$ cat src/rtl/fifo_port_scheduler.sv
// Write/read port controller for the IPPro FIFO_module: round-robin producer arbitration,
// a 2-entry prefetch buffer toward the consumer, and a drain-and-discard flush sequence.
module fifo_port_scheduler #(
    parameter int DATA_W = 16,
    parameter int DEPTH  = 1024,
    parameter int OCC_W  = 11
) (
    input  logic              clk_i,
    input  logic              rst_i,
    input  logic              enable_i,
    input  logic              flush_i,
    input  logic              req0_valid_i,
    input  logic [DATA_W-1:0] req0_data_i,
    output logic              req0_ready_o,
    input  logic              req1_valid_i,
    input  logic [DATA_W-1:0] req1_data_i,
    output logic              req1_ready_o,
    output logic              fifo_write_en_o,
    output logic [DATA_W-1:0] fifo_in_o,
    output logic              fifo_read_en_o,
    input  logic [DATA_W-1:0] fifo_out_i,
    input  logic              full_i,
    input  logic              empty_i,
    input  logic              wrerr_i,
    input  logic              rderr_i,
    output logic              m_valid_o,
    output logic [DATA_W-1:0] m_data_o,
    input  logic              m_ready_i,
    output logic              flushing_o,
    output logic              err_o,
    output logic [15:0]       acc_cnt0_o,
    output logic [15:0]       acc_cnt1_o
);

    typedef enum logic [1:0] {
        S_IDLE,
        S_RUN,
        S_FLUSH
    } state_t;

    state_t            state_q, state_d;
    logic [OCC_W-1:0]  occ_q, occ_d;
    logic              last_q, last_d;
    logic              wr_en_q, wr_en_d;
    logic [DATA_W-1:0] wr_data_q, wr_data_d;
    logic              rd_en_q, rd_en_d;
    logic              ret_q, ret_d;
    logic [DATA_W-1:0] obuf_q [2];
    logic [DATA_W-1:0] obuf_d [2];
    logic [1:0]        cnt_q, cnt_d;
    logic [15:0]       acc0_q, acc0_d;
    logic [15:0]       acc1_q, acc1_d;
    logic              err_q, err_d;

    logic       wr_ok;
    logic       gnt0, gnt1;
    logic       accept0, accept1;
    logic       pop, push, rd_issue, flush_entry;
    logic [2:0] slots;
    logic [1:0] cnt_pop;

    always_ff @(posedge clk_i or posedge rst_i) begin
        if (rst_i) begin
            state_q <= S_IDLE;
        end else begin
            state_q <= state_d;
        end
    end

    // A flush request wins over enable; the flush only ends once nothing is left to read or return.
    always_comb begin
        state_d = state_q;
        unique case (state_q)
            S_IDLE: begin
                if (flush_i)       state_d = S_FLUSH;
                else if (enable_i) state_d = S_RUN;
            end
            S_RUN: begin
                if (flush_i)        state_d = S_FLUSH;
                else if (!enable_i) state_d = S_IDLE;
            end
            S_FLUSH: begin
                if ((occ_q == '0) && !rd_en_q && !ret_q) state_d = S_IDLE;
            end
            default: state_d = S_IDLE;
        endcase
    end

    always_comb begin
        wr_ok      = (state_q == S_RUN) && (occ_q < OCC_W'(DEPTH)) && !full_i;
        gnt0       = req0_valid_i && (!req1_valid_i || last_q);
        gnt1       = req1_valid_i && (!req0_valid_i || !last_q);
        accept0    = wr_ok && gnt0;
        accept1    = wr_ok && gnt1;
        pop        = (cnt_q != 2'd0) && m_ready_i;
        // Reserve a buffer slot for every word still travelling back from the FIFO.
        slots      = {1'b0, cnt_q} + {2'b00, rd_en_q} + {2'b00, ret_q};
        rd_issue   = 1'b0;
        if (state_q == S_RUN) begin
            rd_issue = enable_i && (occ_q != '0) && !empty_i && (slots < (3'd2 + {2'b00, pop}));
        end else if (state_q == S_FLUSH) begin
            rd_issue = (occ_q != '0) && !empty_i;
        end
        flushing_o = (state_q == S_FLUSH);
    end

    always_comb begin
        occ_d     = occ_q + OCC_W'(accept0 | accept1) - OCC_W'(rd_issue);
        last_d    = accept1 ? 1'b1 : (accept0 ? 1'b0 : last_q);
        wr_en_d   = accept0 | accept1;
        wr_data_d = accept1 ? req1_data_i : (accept0 ? req0_data_i : wr_data_q);
        rd_en_d   = rd_issue;
        ret_d     = rd_en_q;
        acc0_d    = acc0_q + {15'd0, accept0};
        acc1_d    = acc1_q + {15'd0, accept1};
        err_d     = err_q | wrerr_i | rderr_i;

        // Words returning while flushing are dropped; entering flush empties the buffer.
        push        = ret_q && (state_q != S_FLUSH);
        flush_entry = (state_d == S_FLUSH) && (state_q != S_FLUSH);
        obuf_d      = obuf_q;
        cnt_pop     = cnt_q - {1'b0, pop};
        if (pop) begin
            obuf_d[0] = obuf_q[1];
        end
        if (push) begin
            obuf_d[cnt_pop[0]] = fifo_out_i;
        end
        cnt_d = cnt_pop + {1'b0, push};
        if (flush_entry) begin
            cnt_d = 2'd0;
        end
    end

    always_ff @(posedge clk_i or posedge rst_i) begin
        if (rst_i) begin
            occ_q     <= '0;
            last_q    <= 1'b1;
            wr_en_q   <= 1'b0;
            wr_data_q <= '0;
            rd_en_q   <= 1'b0;
            ret_q     <= 1'b0;
            obuf_q[0] <= '0;
            obuf_q[1] <= '0;
            cnt_q     <= 2'd0;
            acc0_q    <= 16'd0;
            acc1_q    <= 16'd0;
            err_q     <= 1'b0;
        end else begin
            occ_q     <= occ_d;
            last_q    <= last_d;
            wr_en_q   <= wr_en_d;
            wr_data_q <= wr_data_d;
            rd_en_q   <= rd_en_d;
            ret_q     <= ret_d;
            obuf_q    <= obuf_d;
            cnt_q     <= cnt_d;
            acc0_q    <= acc0_d;
            acc1_q    <= acc1_d;
            err_q     <= err_d;
        end
    end

    assign req0_ready_o    = accept0;
    assign req1_ready_o    = accept1;
    assign fifo_write_en_o = wr_en_q;
    assign fifo_in_o       = wr_data_q;
    assign fifo_read_en_o  = rd_en_q;
    assign m_valid_o       = (cnt_q != 2'd0);
    assign m_data_o        = obuf_q[0];
    assign err_o           = err_q;
    assign acc_cnt0_o      = acc0_q;
    assign acc_cnt1_o      = acc1_q;

endmodule
$ cat config.mk
export PLATFORM = sky130hd
export DESIGN_NAME = fifo_port_scheduler
export DESIGN_NICKNAME = d
export VERILOG_FILES = /design/src/rtl/fifo_port_scheduler.sv
export SDC_FILE = /design/constraint.sdc
export NUM_CORES = 1
export LEC_CHECK = 0
export CAP_MARGIN = 20
export CELL_PAD_IN_SITES_DETAIL_PLACEMENT = 1
export CELL_PAD_IN_SITES_GLOBAL_PLACEMENT = 2
export CORE_AREA = 10 10 124 154
export DETAILED_ROUTE_END_ITERATION = 10
export DIE_AREA = 0 0 134 164
export PLACE_DENSITY_LB_ADDON = 0.1
export SETUP_SLACK_MARGIN = 0.4
export SYNTH_ARGS = -nofsm -noshare
export SYNTH_HDL_FRONTEND = slang
export SYNTH_SLANG_ARGS = --single-unit
$ cat constraint.sdc
create_clock -name clk_i -period 4 [get_ports clk_i]
set_clock_uncertainty 0.05 [all_clocks]
set_input_delay 0.8 -clock clk_i [delete_from_list [all_inputs] [get_ports clk_i]]
set_output_delay 0.8 -clock clk_i [all_outputs]
set_load 0.05 [all_outputs]
==> flow_metrics.tcl, run 1 <==
set metrics [dict create \
    outcome "complete, no violations" \
    yosysUniqueCellTypes 46 \
    numClockSinks 100 \
    synth-seq-area-share 0.5248 \
    clkLatencyLatePin_ns 0.34 \
    chipWidth_um 134 \
    initial_utilization 0.2969 \
    htree_levels 3 \
    hold_slack_ns 0.4047 \
    cts_tree "yes" \
    postLayoutCoreUtil 0.4107 \
    netlist_instances 446 \
    cp_slowest_stage_delay_ns 0.48 \
    crit_chain "fa_2 -> ha_1 -> nor4bb_1 -> a21oi_1 -> nor3_2 -> ha_1 -> inv_1 -> ha_2 -> inv_2 -> fa_2 -> nor2b_4 -> o2111a_1 -> or4b_4 -> o311ai_2 -> xnor2_1" \
    hold_viol_final 0 \
    vias 3546 \
    cell_type_contributing_the_most_total_cell_area_after_synthesis "dfrtp_1" \
    power.density_nw_per_um2 730.5 \
    wire_length_of_the_first_global_routing_pass_mm 21.07 \
    cp_max_fo 3 \
    postLayoutCellArea_um2 6600 \
    detail_route.drc_violations 0 \
    setup-violations-final 0 \
    postCtsHoldBufs 0 \
    worstHoldStart "fifo_read_en_o" \
    leakagePower_nw 3.019 \
    antenna_violations_before_repair 0 \
    critPathKind "reg -> reg" \
    yosys-top-cells-count "dfrtp_1 (99), nand2_1 (47), nor2_1 (46)" \
    gp_routability_congestion 0.7362 \
    grt_start_max_net_pins 78 \
    cts_max_path_buffers 2 \
    critPathSlowestCell "or4b_4" \
    antenna_cells 0 \
    drt_pass1_iterations 4 \
    dominantRegCellSynth "dfrtp_1" \
    dpl.cell_count 770 \
    grt_remaining_overflow 0 \
    detail_route.wirelength_mm 12.82 \
    r2r_start "cnt_q[0]" \
    placed_cell_area_um2 6220 \
    cp-start-kind "flop" \
    worst_slew_pin_slew_ns 0.5929 \
    yosys_warnings 0 \
    timing.critical_path.to_type "flop" \
    drt-initial-drc-count 137 \
    wire_per_inst_um 16.23 \
    critPathRequiredTime_ns 4.22 \
    maxCapViolations 0 \
    timing.fmax_mhz 289.6 \
    ant_nets 0 \
    post_syn_area_per_cell_um2 10.70 \
    timing.setup.tns_ns 0 \
    critPathArrivalTime_ns 3.67 \
    synth_fp_nets 529 \
    ir_drop_uv 244.1 \
    worst_setup_hold_path_clk_slew_ns 0.07 \
    fin_crit_sh 0.8633 \
    netlist.area_leader.share 0.5193 \
    final-instance-count-excl-fill 790 \
    place.detailed.hpwl_mm 9.660 \
    clock-root-buffer "clkbuf_16" \
    rsz0062_at_grt "true" \
    first_global_vias 4033 \
    floorplan.die_area_um2 21980 \
    cts_buffers 9 \
    startpoint "cnt_q[0]" \
    synthMostInstantiatedCell "dfrtp_1" \
    post_syn_area_um2 4771 \
    floorplan.io_pins 130 \
    core_region_area_um2 16070 \
    timing.max_slew.rel_slack 0.5992 \
    grt_util_all_layers 0.1201 \
    hold_path_class "reg -> reg" \
    post_route_cells_drive_above_1_share 0.1010 \
    asyncSetResetFlopFracSynth 1.000 \
    timing_max_transition_violations_final 0 \
    site_rows 52 \
    period_minus_slack_ns 3.453 \
    synth_edf_count 0 \
    ys_seq_elements 100 \
    avgViaCountPerCell 4.489 \
    fillCellCount 1785 \
    design.final.nets 652 \
    synth.area.top_cells "dfrtp_1 (52%), ha_1 (5.8%), xnor2_1 (5.0%)" \
    fp.dieH_um 164 \
    layout-area-overhead-vs-synth_pct 38.34 \
    port_buffers 129 \
]
per-stage QoR:
| step | power (mW) | setup slack [ns] |
|---|---|---|
| CTS | 4.873 | 0.4289 |
| finish | 4.821 | 0.5469 |
| floorplan | 3.318 | 0.4407 |
| global route | 5.192 | 0.3523 |
| global placement | 3.868 | 0.2602 |
| detailed placement | 3.932 | 0.1651 |
layout make-up:
cell class                 count  area [um^2]  area share
sequential                   100         2504      0.3793
tap                          216        270.3     0.04095
multi-input combinational    289         2001      0.3031
inverter                      28        107.6     0.01630
clock inverter                 4        47.55    0.007204
clock buffer                  12        256.5     0.03886
timing repair buffer         141         1414      0.2142
kinds of logic (layout without fill, tap and decap cells):
group | count (synthesis) | after routing | synth area share
compound gates | 53 | 53 | 0.06452
xor+xnor | 40 | 40 | 0.07343
fa+ha+maj | 24 | 24 | 0.06609
buf+inv | 57 | 185 | 0.06084
flops | 100 | 100 | 0.5248
mux | 32 | 32 | 0.07133
simple gates | 140 | 140 | 0.1390
layer usage:
metal,global-route usage,vias up,wire (um)
met3,0.05471,9,1133
met2,0.1972,80,6184
met1,0.1348,1734,5347
met4,0.04311,0,158
met5,0,-,0
li1,-,1723,-
path summary, 6_finish.rpt:
kind	depth (start not counted)	end	slack (ns)
worst min register to register	0	ret_q	0.40
min in group asynchronous	2	fifo_in_o[13]	0.70
worst max register to register	15	occ_q[10]	0.55
max in group asynchronous	4	acc_cnt1_o[6]	2.35
worst max-delay path	15	occ_q[10]	0.55
worst min-delay path	0	ret_q	0.40
timing repair:
action	4_1_cts	5_1_grt
buffers inserted	0	3
endpoints found under the setup margin	2	4
pin swaps	0	7
gates resized for setup	2	6
critical path: cells and delay by family, from the launching register on:
kind	cells	cell delay (ns)
adders and majority gates	5	1.14
DFF	1	0.41
AOI/OAI and AO/OA	3	0.48
and+or+nand+nor	4	1.05
xor gates and xnor gates	1	0.15
buffers and inverters	2	0.10
power breakdown:
part	internal, mW	switching [mW]
clock network	0.518	0.378
registers	1.36	0.195
logic	0.984	1.39
cell usage in the layout, fill, tap and decap left out, types with 2 or more instances in the layout:
master	count
clkdlybuf4s50_1	127
dfrtp_1	99
nand2_1	47
nor2_1	46
xnor2_1	27
inv_1	25
a21oi_1	24
ha_1	21
a31oi_1	17
mux2i_1	16
mux2_2	16
nand3_1	14
xor2_1	13
buf_4	11
clkbuf_16	9
and3_1	6
nand4_1	4
nand2b_1	4
o21ai_1	3
o21ai_0	3
inv_2	2
nor3b_1	2
and2_1	2
nand3b_1	2
fa_2	2
clkbuf_8	2
clkinv_2	2
No activity file was read; power rests on OpenSTA's default activity.
==> inputs of run 2 (changes only) <==
==> constraint.sdc (replaced) <==
create_clock -name clk_i -period 4 [get_ports clk_i]
set_clock_uncertainty 0.05 [all_clocks]
set_input_delay 1.2 -clock clk_i [delete_from_list [all_inputs] [get_ports clk_i]]
set_output_delay 1.2 -clock clk_i [all_outputs]
set_load 0.05 [all_outputs]
==> run 2 against run 1 <==
  * Critical path type is now in -> out
  * Sequential share of layout area shrank 0.49 points
  * Clock power increased by 6.5%
  * Core utilization is 0.55 points higher
  * Sequential power about the same
  * Die area did not move
  * Maximum frequency shrank 0.95%
  * Global-route usage up 0.20 points
  * Setup slack got worse by 0.033 ns
  * Via count rose by 1.8%
  * First-iteration DRC count decreased by 21%
  * Non-clock buffer count is 2 higher
  * Critical path depth decreased by 10
==> flow_metrics.tcl, run 2 (same netlist as run 1, synthesis figures left out) <==
set metrics [dict create \
    timing_max_transition_violations_final 0 \
    cp-start-kind "primary input" \
    grt_remaining_overflow 0 \
    wire_length_of_the_first_global_routing_pass_mm 21.44 \
    hold_viol_final 0 \
    cellInternalPower_mw 2.955 \
    htree_levels 3 \
    worst_slew_pin_slew_ns 0.5750 \
    cp_slowest_stage_delay_ns 0.26 \
    min_delay_path_depth 1 \
    fp.dieH_um 164 \
    switching_power_summed_over_all_nets_mw 2.041 \
    port_buffers 129 \
    seq_power_share 0.312 \
    power.share.switching 0.4086 \
    worst-path-buf-inv 3 \
    vias 3609 \
    clock-root-buffer "clkbuf_16" \
    layout-area-overhead-vs-synth_pct 40.20 \
    place.detailed.hpwl_mm 9.882 \
    whs_endpoint "acc_cnt0_o[15]" \
    cts_tree "yes" \
    critical-path-top-delay-family "buffers and inverters" \
    clkLatencyLatePin_ns 0.35 \
    outcome "complete, no violations" \
    postCtsHoldBufs 0 \
    floorplan.io_pins 130 \
    design.final.nets 654 \
    critPathRequiredTime_ns 2.75 \
    critPathArrivalTime_ns 2.24 \
    hold_path_class "reg -> reg" \
    timing.fmax_mhz 286.8 \
    period_minus_slack_ns 3.486 \
    initial_utilization 0.2969 \
    detail_route.drc_violations 0 \
    cts_buffers 9 \
    gp_routability_congestion 0.7425 \
    rr_endpoint "occ_q[8]" \
    commonest_cells_after_routing_fill_and_taps_aside "clkdlybuf4s50_1 (123), dfrtp_1 (98), nand2_1 (47)" \
    post_route_cells_drive_above_1_share 0.1163 \
    critPathKind "in -> out" \
    mostFrequentLayoutCell "clkdlybuf4s50_1" \
    cts_max_path_buffers 2 \
    grt_start_max_net_pins 101 \
    setup-violations-final 0 \
    leakagePower_nw 3.036 \
    maxCapViolations 0 \
    critPathSlowestCell "dlygate4sd2_1" \
    numClockSinks 100 \
    worst_setup_hold_path_clk_slew_ns 0.07 \
    postLayoutCoreUtil 0.4162 \
    chipWidth_um 134 \
    fin_crit_sh 0.8715 \
    worstHoldStart "acc_cnt0_o[15]" \
    power.density_nw_per_um2 747.0 \
    avgViaCountPerCell 4.545 \
    drt_pass1_iterations 4 \
    drt-initial-drc-count 108 \
    r2r_slack_ns 0.57 \
    timing.max_slew.rel_slack 0.6113 \
    timing.critical_path.to_type "primary output" \
    rsz0062_at_grt "false" \
    first_global_vias 3999 \
    crit_chain "dlygate4sd2_1 -> nor4b_4 -> buf_4 -> and3_2 -> buf_12" \
    core_region_area_um2 16070 \
    cp_max_fo 3 \
    ir_drop_uv 285.6 \
    floorplan.die_area_um2 21980 \
    wire_per_inst_um 16.54 \
    detail_route.wirelength_mm 13.14 \
    power_frac_comb 0.497 \
    hold_slack_ns 0.4198 \
    r2r_cells 16 \
    r2r_start "fifo_read_en_o" \
    ant_nets 0 \
    antenna_violations_before_repair 2 \
    grt_util_all_layers 0.1220 \
    site_rows 52 \
    clock_share_of_power 0.191 \
]
run 2: cell type report:
class / count / area [um^2]
clock inverters: 7 / 98.84
clock buffers: 9 / 225.2
diodes: 2 / 5.005
repair buffers: 143 / 1428
flip-flops and latches: 100 / 2505
well taps: 216 / 270.3
fillers: 1807 / 9382
inverters: 28 / 108.9
multi-input cells: 289 / 2048
run 2: per-stage QoR:
stage / setup slack (ns) / instances / setup TNS [ns] / power (mW) / area (um^2)
finish: 0.5138 / 794 / 0 / 4.996 / 6689
detailed placement: -0.1044 / 774 / -0.2285 / 4.021 / 6290
CTS: 0.4120 / 790 / 0 / 5.086 / 6664
global placement: -0.06827 / 774 / -0.1419 / 3.937 / 6290
global route: 0.4074 / 793 / 0 / 5.357 / 6686
floorplan: 0.1993 / 446 / 0 / 3.332 / 4793
run 2: worst max-delay path by stage:
| stage | startpoint | endpoint | slack, ns | cells past startpoint |
|---|---|---|---|---|
| global placement | m_ready_i | occ_q[10] | -0.07 | 15 |
| global route | fifo_read_en_o | occ_q[8] | 0.41 | 16 |
| floorplan | full_i | occ_q[10] | 0.20 | 15 |
| detailed placement | enable_i | occ_q[10] | -0.10 | 14 |
| CTS | full_i | occ_q[10] | 0.41 | 14 |
| finish | full_i | req0_ready_o | 0.51 | 5 |
run 2: worst reg2reg max path, stage by stage, from the launching register on:
cell and delay (ns):
dfrtp_2 0.42, fa_1 0.42, ha_2 0.20, nor4bb_4 0.28, a21oi_2 0.09, nor3_2 0.19, ha_1 0.25, inv_1 0.06
ha_2 0.17, inv_1 0.05, fa_2 0.36, nor2b_4 0.12, o2111a_1 0.20, buf_4 0.11, nor3_2 0.03, a21oi_1 0.16
xor2_1 0.17
run 2: timing repair:
action / 4_1_cts / 5_1_grt
gates resized for setup: 14 / 2
buffers inserted: 0 / 2
pin swaps: 8 / 7
endpoints found under the setup margin: 7 / 4
run 2: power groups by stage:
stage	logic, mW	clock network, mW	registers [mW]
floorplan	1.55	0	1.79
finish	2.48	0.953	1.56
detailed placement	2.43	0	1.59
global route	2.71	1.04	1.61
global placement	2.37	0	1.57
CTS	2.52	0.994	1.57
run 2: layer usage:
| metal | wire length [um] | vias up | global-route usage | share of wire |
|---|---|---|---|---|
| li1 | - | 1734 | - | - |
| met1 | 5166 | 1773 | 0.1329 | 0.39 |
| met2 | 6674 | 91 | 0.2080 | 0.51 |
| met3 | 1108 | 11 | 0.05287 | 0.084 |
| met4 | 187 | 0 | 0.04262 | 0.014 |
| met5 | 0 | - | 0 | 0 |
==> inputs of run 3 (changes only) <==
Settings changed: CTS_CLUSTER_DIAMETER set to 100.
==> results of run 3 <==
Final layout, timing and power as in run 2 (identical DEF).
